**src/rtl/reg_addr_pkg.sv**
```systemverilog
// rtl/reg_addr_pkg.sv - shared constants and helpers for the register-address pipeline
package reg_addr_pkg;

  localparam int ADDR_W_DEFAULT = 5;
  localparam int REG_X0         = 0;

  // Forwarding select width: enough to encode "none" plus stages 1..depth
  function automatic int sel_width(input int depth);
    return $clog2(depth + 1);
  endfunction

endpackage

```
**src/rtl/reg_addr_stage.sv**
```systemverilog
// rtl/reg_addr_stage.sv - one tracked stage holding {rd, valid, load}
module reg_addr_stage #(
  parameter int ADDR_W = 5
) (
  input  logic              reg_clk,
  input  logic              reg_rst_n,
  input  logic              shift,
  input  logic              flush,
  input  logic [ADDR_W-1:0] next_rd,
  input  logic              next_valid,
  input  logic              next_load,
  output logic [ADDR_W-1:0] rd,
  output logic              valid,
  output logic              load
);

  // Flush only kills the valid bit; address and load flag are left as they are
  always_ff @(posedge reg_clk or negedge reg_rst_n) begin
    if (!reg_rst_n) begin
      rd    <= '0;
      valid <= 1'b0;
      load  <= 1'b0;
    end else if (flush) begin
      valid <= 1'b0;
    end else if (shift) begin
      rd    <= next_rd;
      valid <= next_valid;
      load  <= next_load;
    end
  end

endmodule

```
**src/rtl/reg_addr_pipeline.sv**
```systemverilog
// rtl/reg_addr_pipeline.sv - address latches, stage tracking, forwarding select and load-use detect
module reg_addr_pipeline
  import reg_addr_pkg::*;
#(
  parameter int ADDR_W       = ADDR_W_DEFAULT,
  parameter int NUM_RD_PORTS = 2,
  parameter int DEPTH        = 3,
  parameter int SEL_W        = sel_width(DEPTH)
) (
  input  logic                           reg_clk,
  input  logic                           reg_rst_n,
  input  logic [NUM_RD_PORTS*ADDR_W-1:0] rs_in,
  input  logic [NUM_RD_PORTS-1:0]        rs_wr_en,
  input  logic [ADDR_W-1:0]              rd_in,
  input  logic                           rd_wr_en,
  input  logic                           rd_we_in,
  input  logic                           is_load_in,
  input  logic                           advance,
  input  logic                           stall,
  input  logic                           flush,
  output logic [NUM_RD_PORTS*ADDR_W-1:0] rs_out,
  output logic [ADDR_W-1:0]              rd_out,
  output logic [DEPTH*ADDR_W-1:0]        stage_rd_out,
  output logic [DEPTH-1:0]               stage_valid,
  output logic [NUM_RD_PORTS*SEL_W-1:0]  fwd_sel,
  output logic                           load_use_hazard
);

  localparam logic [ADDR_W-1:0] X0 = ADDR_W'(REG_X0);

  logic [NUM_RD_PORTS*ADDR_W-1:0] rs_q;
  logic [ADDR_W-1:0]              rd_q;
  logic                           shift;

  logic [ADDR_W-1:0] st_rd      [DEPTH];
  logic [ADDR_W-1:0] st_next_rd [DEPTH];
  logic [DEPTH-1:0]  st_valid;
  logic [DEPTH-1:0]  st_load;
  logic [DEPTH-1:0]  st_next_valid;
  logic [DEPTH-1:0]  st_next_load;

  assign shift = advance & ~stall & ~flush;

  // Address latches capture on their enable and hold otherwise
  always_ff @(posedge reg_clk or negedge reg_rst_n) begin
    if (!reg_rst_n) begin
      rs_q <= '0;
      rd_q <= '0;
    end else begin
      for (int p = 0; p < NUM_RD_PORTS; p++) begin
        if (rs_wr_en[p]) rs_q[p*ADDR_W +: ADDR_W] <= rs_in[p*ADDR_W +: ADDR_W];
      end
      if (rd_wr_en) rd_q <= rd_in;
    end
  end

  // Zero-latency bypass: an enabled port shows its live input
  always_comb begin
    rs_out = rs_q;
    for (int p = 0; p < NUM_RD_PORTS; p++) begin
      if (rs_wr_en[p]) rs_out[p*ADDR_W +: ADDR_W] = rs_in[p*ADDR_W +: ADDR_W];
    end
    rd_out = rd_wr_en ? rd_in : rd_q;
  end

  genvar g;
  generate
    for (g = 0; g < DEPTH; g++) begin : g_stage
      if (g == 0) begin : g_head
        // Writes to x0 never produce a forwardable result
        assign st_next_rd[g]    = rd_out;
        assign st_next_valid[g] = rd_we_in & (rd_out != X0);
        assign st_next_load[g]  = is_load_in;
      end else begin : g_tail
        assign st_next_rd[g]    = st_rd[g-1];
        assign st_next_valid[g] = st_valid[g-1];
        assign st_next_load[g]  = st_load[g-1];
      end

      reg_addr_stage #(.ADDR_W(ADDR_W)) u_stage (
        .reg_clk    (reg_clk),
        .reg_rst_n  (reg_rst_n),
        .shift      (shift),
        .flush      (flush),
        .next_rd    (st_next_rd[g]),
        .next_valid (st_next_valid[g]),
        .next_load  (st_next_load[g]),
        .rd         (st_rd[g]),
        .valid      (st_valid[g]),
        .load       (st_load[g])
      );

      assign stage_rd_out[g*ADDR_W +: ADDR_W] = st_rd[g];
    end
  endgenerate

  assign stage_valid = st_valid;

  // Youngest matching stage wins: scan oldest to youngest so the last hit is the smallest k
  always_comb begin
    logic [ADDR_W-1:0] rs_p;
    fwd_sel         = '0;
    load_use_hazard = 1'b0;
    rs_p            = '0;
    for (int p = 0; p < NUM_RD_PORTS; p++) begin
      rs_p = rs_out[p*ADDR_W +: ADDR_W];
      if (rs_p != X0) begin
        for (int k = DEPTH - 1; k >= 0; k--) begin
          if (st_valid[k] && (st_rd[k] == rs_p)) fwd_sel[p*SEL_W +: SEL_W] = SEL_W'(k + 1);
        end
        if (st_valid[0] && st_load[0] && (st_rd[0] == rs_p)) load_use_hazard = 1'b1;
      end
    end
  end

endmodule

```
**config.mk**
```make
export PLATFORM = sky130hd
export DESIGN_NAME = reg_addr_pipeline
export DESIGN_NICKNAME = d
export VERILOG_FILES = /design/src/rtl/reg_addr_pkg.sv /design/src/rtl/reg_addr_stage.sv /design/src/rtl/reg_addr_pipeline.sv
export SDC_FILE = /design/constraint.sdc
export NUM_CORES = 1
export LEC_CHECK = 0
export ABC_AREA = 1
export CORE_MARGIN = 4
export CORE_UTILIZATION = 30
export DETAILED_ROUTE_END_ITERATION = 6
export SLEW_MARGIN = 0
export SYNTH_ARGS = -nofsm -noshare
export SYNTH_HDL_FRONTEND = slang
export SYNTH_HIERARCHICAL = 1
export SYNTH_SLANG_ARGS = --single-unit
```
**constraint.sdc**
```tcl
create_clock -name reg_clk -period 2.7 [get_ports reg_clk]
set_clock_uncertainty 0.05 [all_clocks]
set_input_delay 0.54 -clock reg_clk [delete_from_list [all_inputs] [get_ports reg_clk]]
set_output_delay 0.54 -clock reg_clk [all_outputs]
set_load 0.01 [all_outputs]
```
======== After elaboration in Yosys (flattened, before gate mapping) ========
Index checks and enable logic that the tools add are counted.
cells by class
  eq/ne operators ......................... 6
  mux-type cells .......................... 21
  bitwise operators ....................... 5
  reductions and logical operators ........ 14
operators by type and width
  cell                 number
  equality test 5 bit  6
  2-to-1 mux 2 bit     8
  2-to-1 mux 5 bit     3
  nonzero test 5 bit   3
  2-to-1 mux 1 bit     10
  logical AND 1 bit    9
  AND 1 bit            3
  inverter 1 bit       2
  AND reduction 2 bit  1
  nonzero test 2 bit   1
word-level totals
  bits in registers ....................... 34
  input bits .............................. 25
  output and inout bits ................... 38
  logic and storage cells ................. 55

======== Depth between registers and ports, before layout ========
Gate-level depths: netlist (run 1).
  depth after elaboration ................. 7
  depth in mapped cells ................... 11
  gate-level depth less buffers ........... 10

======== By module ========
Netlist (run 1), hierarchy kept.
by module, submodules not included
  module             times used  cells each  area an instance (um2)  seq. area each (um2)
  reg_addr_pipeline  1           255         1537.7                  375.4
  reg_addr_stage     3           32          292.8                   175.2

======== Least setup slack after synthesis (run 1) ========
OpenSTA, ideal clock, no wires.
  kind .................................... input port to output port
  start point ............................. in rs_wr_en[1]
  end point ............................... out fwd_sel[2]
  data arrival time ....................... 1468 ps
  data required time ...................... 2110 ps
  path slack .............................. 642 ps
  stages on the path ...................... 7
  path buffers ............................ 1
  path through ............................ buf_6 -> inv_8 -> nand2_4 -> nand2_4 -> xor2_1 -> nand4_1 -> a21oi_1
on the way
  cells in the longest elaborated chain, start to end .. 7
  elaborated cells on any way between the ends .. 12
  classes of those cells .................. eq/ne (3); mux (5); reduce/logical (4)
ends and longest elaborated chain
  element                        line                      text
  start: declaration             reg_addr_pipeline.sv:13   input logic [NUM_RD_PORTS-1:0] rs_wr_en,
  2-to-1 mux 5 bit *             n/a
  via rs_out[9]                  reg_addr_pipeline.sv:21   output logic [NUM_RD_PORTS*ADDR_W-1:0] rs_out,
  equality test 5 bit            reg_addr_pipeline.sv:109  if (st_valid[k] && (st_rd[k] == rs_p)) fwd_sel[p*SEL_W +: SEL_W] = SEL_W'(k + 1);
  logical AND 1 bit              reg_addr_pipeline.sv:109
  2-to-1 mux 2 bit (3 in a row)  reg_addr_pipeline.sv:109
  2-to-1 mux 2 bit *             reg_addr_pipeline.sv:107  if (rs_p != X0) begin
  end: declaration               reg_addr_pipeline.sv:25   output logic [NUM_RD_PORTS*SEL_W-1:0] fwd_sel,
The timed path passes the listed nets; every way through them passes the cells marked *.

======== Worst setup path in the final report (run 1) ========
  start point ............................. in rs_in[9]
  end point ............................... out fwd_sel[3]
on the way
  cells in the longest elaborated chain, start to end .. 7
  elaborated cells on any way between the ends .. 12
  classes of those cells .................. eq/ne (3); mux (5); reduce/logical (4)
ends and longest elaborated chain
  element                        line                      text
  start: declaration             reg_addr_pipeline.sv:12   input logic [NUM_RD_PORTS*ADDR_W-1:0] rs_in,
  2-to-1 mux 5 bit *             n/a
  equality test 5 bit            reg_addr_pipeline.sv:109
  logical AND 1 bit              reg_addr_pipeline.sv:109
  2-to-1 mux 2 bit (3 in a row)  reg_addr_pipeline.sv:109
  2-to-1 mux 2 bit *             reg_addr_pipeline.sv:107
Mark *: on every way between the ends. The rest lies on a longest branch, timed or not.

==> results.json, run 1 <==
{
  "grt_pass1_wl_um": 11200,
  "drc_errors": 0,
  "die_y_um": 96.3,
  "layout_min_cycle_time_ns": 2.55,
  "netlist_area_sq_mm": 0.00234,
  "dieArea_sq_mm": 0.00928,
  "yosysWarnings": 6,
  "setup_viol": 0,
  "pin_count": 63,
  "grt_pass1_vias": 2411,
  "ctsRootBufferMaster": "clkbuf_8",
  "irDropWorstVdd_mv": 0.303,
  "cts_setup_buffers": 0,
  "crit_fanout": 6,
  "slew-limit-headroom_pct": 70.3,
  "grt_usage_pct": 15.7,
  "pwr-share-seq_pct": 40.1,
  "rr_worst_depth": 6,
  "finalWeightedCongestion": 0.921,
  "drv_slew": 0,
  "crit_path_end_kind": "primary output",
  "grt_max_degree": 35,
  "leakagePower_nw": 1.76,
  "comb_power_share_pct": 37.1,
  "synthCells": 343,
  "rrSetupSlack_ns": 1.48,
  "post-route-util_pct": 44.9,
  "run_status": "complete, no violations",
  "numCtsBuffers": 5,
  "p_per_area_mw_per_mm2": 527,
  "syn-num-nets": 368,
  "fp.dieW_um": 96.3,
  "finalPower_w": 0.00175,
  "arrival_ns": 1.96,
  "drtIter0Drc": 133,
  "ctsHtreeMaxLevel": 2,
  "hold_class": "reg2reg",
  "worst_pin_slew_ns": 0.445,
  "wire_per_inst_um": 13.1,
  "dr.pass1.iters": 4,
  "initial_core_util_pct": 31.6,
  "dpl_cell_area_sq_mm": 0.00320,
  "pwr-share-clk_pct": 22.7,
  "cts_tree": "done",
  "critical_path_required_ns": 2.11,
  "p_sw_w": 0.000650,
  "vias": 2401,
  "clockBufferDepth": 2,
  "holdPathStages": 2,
  "clk_latency_ns": 0.28,
  "vias_per_cell": 4.56,
  "holdWs_ns": 0.428,
  "hold_viol": 0,
  "swShare_pct": 37.1,
  "area.growth.synth_to_final_pct": 42.0,
  "cap_violations": 0,
  "layout-drive-gt1-share_pct": 18.2,
  "design_area_sq_mm": 0.00332,
  "wl_um": 6920,
  "avgSynthCellArea_sq_um": 6.83,
  "num_rows": 31,
  "portBuffers": 62,
  "ctsHoldBuffers": 0,
  "grt_antenna_before_repair": 0,
  "fin_crit_sh_pct": 94.5,
  "fin_nets": 452,
  "clkTransAtPathRegs_ns": 0.07,
  "antenna_left": 0,
  "internal_power_w": 0.00110,
  "coreArea_sq_mm": 0.00741,
  "critPathKind": "in2out",
  "start_kind": "input pin",
  "cts_sinks": 34,
  "diodes": 0,
  "overflow": 0,
  "hpwl_um": 5400,
  "timing.fmax_mhz": 392
}
[sequential cells by signal (all words and copies together), names as in the netlist]
signal / flops
g_stage.u_stage/load: 1
g_stage.u_stage/rd: 15
g_stage.u_stage/valid: 3
rd_q: 5
rs_q: 10
[area by class of cell]
type,instances,area (sq um)
sequential,34,851
inverter,43,176
clock buffer,6,82.6
fill,763,4080
multi-input combinational,259,1260
tap,99,124
timing repair buffer,84,815
clock inverter,2,12.5
[layout by cell type, fill, tap and decap left out, types with 2 or more instances in the layout]
cell type and instances:
buf_4 19, nor2_1 23, nand2_4 13, clkdlybuf4s50_1 53
nand2_2 14, inv_8 2, nor2_2 5, a21oi_2 2
clkbuf_2 4, xor2_1 3, dlymetal6s2s_1 2, o21ai_1 2
nand2_1 140, nand3_1 46, inv_1 38, inv_2 3
dfrtp_1 34, nand4_1 3, buf_12 2, clkbuf_8 6
[final timing paths]
path / from / to
hold reg to reg: g_stage[0].u_stage/load / g_stage[0].u_stage/load
setup / recovery: rs_in[9] / fwd_sel[3]
setup reg to reg: rd_q[1] / g_stage[0].u_stage/valid
min in group asynchronous: reg_rst_n / g_stage[2].u_stage/valid
max in group asynchronous: reg_rst_n / g_stage[2].u_stage/rd[1]
hold / removal: g_stage[0].u_stage/load / g_stage[0].u_stage/load
[stage by stage]
| stage | worst slack, ns | TNS (ns) | std cells |
|---|---|---|---|
| detailed placement | -0.489 | -2.25 | 518 |
| global route | -0.00106 | -0.00106 | 527 |
| floorplan | 0.642 | 0 | 343 |
| global placement | -0.469 | -2.20 | 518 |
| finish | 0.148 | 0 | 527 |
| CTS | 0.00304 | 0 | 527 |
[what timing repair did]
item / in CTS / in global routing
gates resized for setup: 14 / 13
setup endpoints to repair: 7 / 7
pin swaps: 2 / 1
cloned: 1 / 0
[worst max-delay path: stages]
cell and delay (ns):
clkdlybuf4s50_1 0.42, nand2_2 0.11, nand2_4 0.09, buf_4 0.15, nor4_4 0.33, inv_1 0.07, nand2_1 0.08, nor2_2 0.05
clkbuf_2 0.12
[per-layer routing]
| metal | GRT usage (%) | part of all wire [%] |
|---|---|---|
| met5 | 0 | 0 |
| met4 | 6.31 | 1.8 |
| met3 | 3.52 | 6.5 |
| met2 | 25.5 | 46 |
| met1 | 20.2 | 46 |
[power groups by stage]
stage                     registers (W)  clock network [W]  logic (W)
after CTS                      0.000703           0.000416   0.000655
after floorplan                0.000690                  0   0.000322
after global routing           0.000715           0.000442   0.000727
after detailed placement       0.000712                  0   0.000644
final                          0.000703           0.000399   0.000651
after global placement         0.000713                  0   0.000638
(Power assumes the default switching activity.)
==> inputs of run 2 (changes only) <==
==> constraint.sdc (replaced) <==
create_clock -name reg_clk -period 2.93 [get_ports reg_clk]
set_clock_uncertainty 0.05 [all_clocks]
set_input_delay 0.586 -clock reg_clk [delete_from_list [all_inputs] [get_ports reg_clk]]
set_output_delay 0.586 -clock reg_clk [all_outputs]
set_load 0.01 [all_outputs]
==> run 2 against run 1 <==
  * Sequential cell count did not move
  * Clock power rose by 6.5%
  * Register-to-register slack improved by 0.23 ns
  * Final area rose by 0.64%
  * Final cell count did not move
  * Non-clock buffer count did not move
  * Critical path depth rose by 1
  * Routed wire length fell by 0.42%
  * Highest routed layer unchanged
==> results.json, run 2 (synthesized netlist as in run 1, its figures left out) <==
{
  "cp_slowest_cell": "nor4_4",
  "wire_per_inst_um": 13.1,
  "grt_antenna_before_repair": 0,
  "dr.pass1.iters": 4,
  "largest_reg_flops": 15,
  "p_per_area_mw_per_mm2": 499,
  "finalWeightedCongestion": 0.913,
  "rr_endpoint": "g_stage[0].u_stage/valid",
  "coreArea_sq_mm": 0.00741,
  "post-route-util_pct": 45.2,
  "leakagePower_nw": 1.76,
  "preCtsSetupSlack_ns": -0.372,
  "arrival_ns": 2.17,
  "antenna_left": 0,
  "r2r_start": "rd_q[1]",
  "hold_class": "reg2reg",
  "irDropWorstVdd_mv": 0.324,
  "dieArea_sq_mm": 0.00928,
  "cts_tree": "done",
  "timing.fmax_mhz": 357,
  "setup_ws_ns": 0.128,
  "layout_min_cycle_time_ns": 2.80,
  "drc_errors": 0,
  "vias": 2393,
  "holdWs_ns": 0.436,
  "rsz0062_at_grt": "no",
  "run_status": "complete, no violations",
  "die_y_um": 96.3,
  "final_cell_mix": "nand2_1, clkdlybuf4s50_1, nand3_1",
  "slew-limit-headroom_pct": 70.2,
  "top_register": "g_stage.u_stage/rd",
  "cts_sinks": 34,
  "drv_slew": 0,
  "vias_per_cell": 4.54,
  "fin_setup_tns_ns": 0,
  "drtIter0Drc": 148,
  "hpwl_um": 5410,
  "layout-drive-gt1-share_pct": 16.4,
  "grt_pass1_vias": 2449,
  "dpl_cell_area_sq_mm": 0.00319,
  "layout_commonest_cell": "nand2_1",
  "hold_viol": 0,
  "worst_pin_slew_ns": 0.447,
  "ctsRootBufferMaster": "clkbuf_8",
  "grt_max_degree": 35,
  "wl_um": 6890,
  "holdPathStages": 2,
  "initial_core_util_pct": 31.6,
  "critPathKind": "in2out",
  "area.growth.synth_to_final_pct": 42.9,
  "fin_crit_sh_pct": 95.6,
  "max_stage_delay_ns": 0.31,
  "ctsHtreeMaxLevel": 2,
  "start_kind": "input pin",
  "crit_path_end_kind": "primary output",
  "overflow": 0,
  "crit_path_cell_trace": "dlygate4sd2_1, buf_12, nand2_1, nand2_4, buf_4, nor4_4, inv_1, nand2_1, nor2_1, dlygate4sd2_1",
  "clkTransAtPathRegs_ns": 0.07,
  "pin_count": 63,
  "fp.dieW_um": 96.3,
  "setup_viol": 0,
  "rrSetupSlack_ns": 1.71,
  "min_to": "g_stage[0].u_stage/load",
  "min_from": "g_stage[0].u_stage/load",
  "grt_pass1_wl_um": 11300,
  "fin_nets": 452,
  "crit_fanout": 6,
  "portBuffers": 62,
  "clockBufferDepth": 2,
  "rr_worst_depth": 6,
  "n_fill_cell": 751,
  "design_area_sq_mm": 0.00335,
  "num_rows": 31,
  "reg.largest.list": "g_stage.u_stage/rd (15), rs_q (10), rd_q (5)",
  "diodes": 0,
  "numCtsBuffers": 5,
  "critical_path_required_ns": 2.29,
  "clk_latency_ns": 0.28,
  "grt_usage_pct": 15.8,
  "cap_violations": 0
}
-- run 2: final cells by class --
class	count	area (sq um)	area share [%]
clock buffers	7	76.3	2.28
multi-input cells	259	1260	37.5
flip-flops and latches	34	851	25.4
inverters	43	176	5.27
clock inverters	1	30.0	0.898
repair buffers	84	832	24.9
well taps	99	124	3.70
-- run 2: power breakdown --
part / internal [W] / switching [W] / leakage [nW]
Combinational: 0.000288 / 0.000306 / 1.27
Clock: 0.000255 / 0.000170 / 0.0524
Sequential: 0.000537 / 0.000115 / 0.431
Total: 0.00108 / 0.000591 / 1.76
-- run 2: worst max-delay path by stage --
stage,to,depth (start not counted),startpoint
final,fwd_sel[3],10,rs_wr_en[1]
after global placement,fwd_sel[2],11,rs_wr_en[1]
after global routing,fwd_sel[2],10,rs_wr_en[1]
after floorplan,fwd_sel[2],7,rs_wr_en[1]
after detailed placement,fwd_sel[2],11,rs_wr_en[1]
after CTS,fwd_sel[1],12,rs_wr_en[0]
-- run 2: what timing repair did --
action                                  4_1_cts  5_1_grt
hold buffers                                  0        0
endpoints found under the setup margin        5        4
gates cloned                                  1        0
gates resized for setup                      11        5
pin swaps                                     3        2
buffers inserted                              1        0
-- run 2: through the flow --
step / power [W] / std cells
final: 0.00167 / 527
after global routing: 0.00179 / 527
after CTS: 0.00168 / 527
after detailed placement: 0.00125 / 517
after global placement: 0.00124 / 517
after floorplan: 0.000933 / 343
-- run 2: layer usage --
layer	GRT usage, %	wire length, um	up-vias
li1	-	-	1217
met1	20.9	3200	1100
met2	26.0	3170	67
met3	2.89	417	9
met4	5.02	108	0
met5	0	0	-
-- run 2: worst max-delay path, delay by kind of cell --
kind | cells | cell delay, ns
buffers and inverters | 5 | 0.92
AND/OR/NAND/NOR | 5 | 0.66
